File: src/rtl/y_mux1_unit_pkg.sv
// y_mux1_unit shared defaults.
// Parameter defaults for the mux leaf and its debug counter.
package y_mux1_unit_pkg;
   localparam int DEF_WIDTH = 1;
   localparam int DEF_CNT_W = 16;
endpackage

File: src/rtl/y_mux1_unit.sv
// y_mux1_unit: 2:1 mux leaf with registered copy
// and a saturating select-toggle counter.
module y_mux1_unit
   import y_mux1_unit_pkg::*;
#(
   parameter int WIDTH = DEF_WIDTH,
   parameter int CNT_W = DEF_CNT_W
) (
   output logic [WIDTH-1:0] z,
   input  logic [WIDTH-1:0] a,
   input  logic [WIDTH-1:0] b,
   input  logic             c,
   input  logic             clk,
   input  logic             rst_n,
   output logic [WIDTH-1:0] z_q,
   output logic [CNT_W-1:0] sel_toggles
);

   // Pure continuous assign so mux trees need no clock.
   assign z = c ? b : a;

   logic [WIDTH-1:0] zreg_d, zreg_q;
   logic             c_prev_d, c_prev_q;
   logic [CNT_W-1:0] cnt_d, cnt_q;

   always_comb begin
      zreg_d   = z;
      c_prev_d = c;
      cnt_d    = cnt_q;
      if ((c != c_prev_q) && (cnt_q != '1))
         cnt_d = cnt_q + 1'b1;
   end

   always_ff @(posedge clk) begin
      if (!rst_n) begin
         zreg_q   <= '0;
         c_prev_q <= 1'b0;
         cnt_q    <= '0;
      end else begin
         zreg_q   <= zreg_d;
         c_prev_q <= c_prev_d;
         cnt_q    <= cnt_d;
      end
   end

   assign z_q         = zreg_q;
   assign sel_toggles = cnt_q;

endmodule

File: config.mk
export PLATFORM = sky130hd
export DESIGN_NAME = y_mux1_unit
export DESIGN_NICKNAME = d
export VERILOG_FILES = /design/src/rtl/y_mux1_unit_pkg.sv /design/src/rtl/y_mux1_unit.sv
export SDC_FILE = /design/constraint.sdc
export NUM_CORES = 1
export LEC_CHECK = 0
export CAP_MARGIN = 20
export CORE_UTILIZATION = 43
export DETAILED_ROUTE_END_ITERATION = 10
export PLACE_DENSITY_LB_ADDON = 0.05
export SLEW_MARGIN = 20
export SYNTH_ARGS = -nofsm -noshare
export SYNTH_HDL_FRONTEND = slang
export SYNTH_SLANG_ARGS = --single-unit
File: constraint.sdc
create_clock -name clk -period 1.8 [get_ports clk]
set_input_delay 0.54 -clock clk [delete_from_list [all_inputs] [get_ports clk]]
set_output_delay 0.54 -clock clk [all_outputs]
set_load 0.01 [all_outputs]
After elaboration in Yosys (flattened, before gate mapping). Index checks and enable logic that the tools add are counted.

Register bits: 18. Input bits: 5. Output and inout port bits: 18. Logic and storage cells: 8.

Add/sub/neg operators: 1. Equal/unequal tests: 2. Mux-type cells: 1. Reductions and logical operators: 1.

Operators with widths (number): 16-bit by 1-bit adder with 16-bit output (second input constant) (1); 16-bit != test (second input constant) (1); 1-bit logical AND (1); 1-bit 2-to-1 mux (1); 1-bit != test (1).

Depth between registers and ports, before layout.
Word-level depth: 2. Gate-level depth with buffers: 5. Gate-level depth less buffers: 5.

Worst setup path before layout. OpenSTA, ideal clock, no wires.

Path type: input port to flip-flop. From: in c. To: reg cnt_q[10] (netlist: sel_toggles[10]). Setup time: 135 ps. Data arrival time: 1676 ps. Data required time: 1665 ps. Path slack: -11 ps. Cell stages on the path: 4. Buffers on the path: 0. Path through: xor2_2 -> or4b_4 -> o311ai_0 -> o41ai_1.

Cells in the longest elaborated chain, start to end: 2.

RTL lines: start: declaration (RTL line y_mux1_unit.sv:12) `input logic c,`; 1-bit != test (RTL line y_mux1_unit.sv:30) `if ((c != c_prev_q) && (cnt_q != '1))`; 1-bit logical AND (RTL line y_mux1_unit.sv:30); end signal: assignment (RTL line y_mux1_unit.sv:42) `cnt_q <= cnt_d;`; end: declaration (RTL line y_mux1_unit.sv:24) `logic [CNT_W-1:0] cnt_d, cnt_q;`.

Every way passes these cells. A chain may end at the register's enable or synchronous reset.

Final worst setup path.
From: reg cnt_q[7] (netlist: sel_toggles[7]). To: out sel_toggles[7].

RTL lines: end: declaration (RTL line y_mux1_unit.sv:16) `output logic [CNT_W-1:0] sel_toggles`.

No word-level cell between the ends.

==> results_dict.tcl <==
set metrics [dict create \
    cts_num_sinks 18 \
    path_clk_slew_ps 110 \
    critical_path_class "reg -> out" \
    clockPowerShare 0.335 \
    place.gp.congestion 0.812 \
    synthArstFlopShare 0 \
    grt_usage 0.225 \
    critPathLaunchType "register" \
    cts_tree "built" \
    grt_pass1_vias 894 \
    dieArea_um2 2350 \
    skew_ps 2.29 \
    cpPeakStageDelay_ps 550 \
    wl_per_cell_um 13.5 \
    hold_path_depth 2 \
    antenna_left 0 \
    vias 959 \
    drive_gt1_frac 0.306 \
    firstDrtPassIters 4 \
    path_cells "clkdlybuf4s50_1" \
    die_h_um 48.5 \
    netlist_area_um2 930 \
    cp_data_required_time_ps 1260 \
    slew_headroom 0.746 \
    worst-path-buf-inv 1 \
    via_per_inst 5.51 \
    worstMarginPinSlew_ps 381 \
    syn_area_per_cell_um2 8.77 \
    drt_iter0_drc 14 \
    syn_to_final_growth_pct 51.4 \
    ys_ff_latch 18 \
    grt_max_degree 19 \
    leakagePower_nw 0.588 \
    crit_arrival_ps 1240 \
    crit_slowest_cell "clkdlybuf4s50_1" \
    hold_path_class "reg -> reg" \
    die_w_um 48.5 \
    switching_share 0.244 \
    yosysTopAreaCellShare 0.388 \
    grt_overflow 0 \
    drc 0 \
    synth_common_cells "dfxtp_1, nand2_1, mux2i_1, nand2b_1, nand4_1" \
    multi_input_area_um2 576 \
    regArea_um2 395 \
    rows 16 \
    reg2reg_depth 4 \
    peakVddDrop_v 0.000454 \
    regToRegStartpoint "sel_toggles[2]" \
    crit_family "buffers and inverters" \
    pin_count 23 \
    cp-end-kind "output pin" \
    clock_path_buffers 2 \
    synthFlopType "dfxtp_1" \
    crit_fanout 6 \
    finalCritPeriodShare 0.988 \
    power_density_nw_per_um2 543 \
    reg2reg_slack_ps 90 \
    total_power_uw 764 \
    grt_pass1_wl_mm 4.13 \
    period_needed_ps 1780 \
    dp_hpwl_mm 1.69 \
    p_sw_uw 187 \
    ctsHoldBuffers 0 \
    synth_area_leader_cell "dfxtp_1" \
    clock.fmax_ghz 0.562 \
    synthTopCellsByArea "dfxtp_1, mux2i_1, nand2_1, nand2b_1, nand4_1" \
    maxCapViolCount 0 \
    synth_warnings 0 \
    hp-start "sel_toggles[11]" \
    wirelength_mm 2.35 \
    status "finished, final reports clean" \
    maxSlewViolCount 0 \
    ys_seq_area_frac 0.388 \
    power_frac_comb 0.137 \
    seqPwrFrac 0.528 \
    r2r_end "sel_toggles[8]" \
    antenna_found_initial 0 \
    hold_viol 0 \
    syn_inst 106 \
    syn-num-nets 112 \
    insertion_delay_ps 300 \
    synth_cell_types 32 \
    fp.coreArea_um2 2000 \
    min_to "sel_toggles[11]" \
    start_util 0.464 \
    cts_root_buffer "clkbuf_4" \
    fillers 160 \
    nNetsFinal 154 \
    yosysMostFrequentCell "dfxtp_1" \
    final-setup-viol-count 0 \
    fin_tns_setup_ps 0 \
    cts_max_level 1 \
    synth-edff-count 0 \
    numCtsBuffers 3 \
    antennaDiodeCount 0 \
    p_int_uw 578 \
    io_buffer_count 22 \
]
stage by stage:
step | hold slack (ps) | worst slack [ps] | util | cell area (um^2) | instances
2_1_floorplan | 502 | 41.7 | - | 941 | 106
3_3_place_gp | 483 | -578 | 0.653 | 1310 | 169
3_5_place_dp | 497 | -603 | 0.653 | 1310 | 169
4_1_cts | 490 | 3.80 | 0.685 | 1370 | 174
5_1_grt | 511 | -6.73 | 0.703 | 1410 | 174
6_report | 490 | 21.0 | 0.703 | 1410 | 174
registers in the layout, summed over array words and instances, names as in the netlist:
signal,count
c_prev_q,1
z_q,1
sel_toggles,16
per-layer routing:
layer / part of all wire / global-route usage
met5: 0 / 0
met4: 0.015 / 0.0882
met3: 0.040 / 0.0314
met2: 0.50 / 0.387
met1: 0.45 / 0.285
final cells by class:
class	instances	area share
multi-input cells	82	0.409
flip-flops and latches	18	0.281
repair buffers	39	0.250
clock buffers	4	0.0258
well taps	27	0.0240
inverters	4	0.0107
worst max-delay path by stage:
stage,startpoint,to,slack [ps],cells after the start
after CTS,sel_toggles[8],sel_toggles[8],4,1
after global routing,sel_toggles[7],sel_toggles[7],-7,1
after global placement,c,z,-580,3
after detailed placement,c,z,-600,3
after floorplan,c,sel_toggles[10],40,4
final,sel_toggles[7],sel_toggles[7],20,1
power by group through the flow:
| stage | combinational [mW] | clock (mW) | sequential, mW |
|---|---|---|---|
| 3_5_place_dp | 0.108 | 0 | 0.423 |
| 4_1_cts | 0.105 | 0.260 | 0.414 |
| 2_1_floorplan | 0.0403 | 0 | 0.428 |
| 5_1_grt | 0.117 | 0.285 | 0.404 |
| 6_report | 0.105 | 0.256 | 0.403 |
| 3_3_place_gp | 0.106 | 0 | 0.422 |
cells in the final DEF (no fill, tap or decap), types with 2 or more instances in the layout:
master and count:
and2_2 2, dfxtp_2 7, nand2_1 15, inv_1 4, buf_6 2, nor4_1 2
and2_1 2, nand3_1 5, o21ai_0 3, mux2i_1 7, a21oi_1 5, dfxtp_4 7
dlygate4sd2_1 5, buf_4 16, dlymetal6s2s_1 4, nor3_1 2, clkbuf_4 3, nand4_1 6
o41ai_1 3, nor2_1 4, and4_1 2, clkdlybuf4s50_1 11, o21bai_1 2, dfxtp_1 4
nand2b_1 7
repair_timing:
action                                  CTS  global route
pin swaps                                 2             1
endpoints found under the setup margin   25            14
setup buffers                             1             0
gates resized for setup                  30            14
cell families after synthesis:
logic type,after synthesis,synth area share
xor gates and xnor gates,1,0.0175
muxes,8,0.0875
adders and majority gates,1,0.0135
buffers and inverters,6,0.0242
AOI/OAI and AO/OA,21,0.164
DFF,18,0.388
and+or+nand+nor,51,0.306
Note: power is estimated with default switching activity, not from simulation.
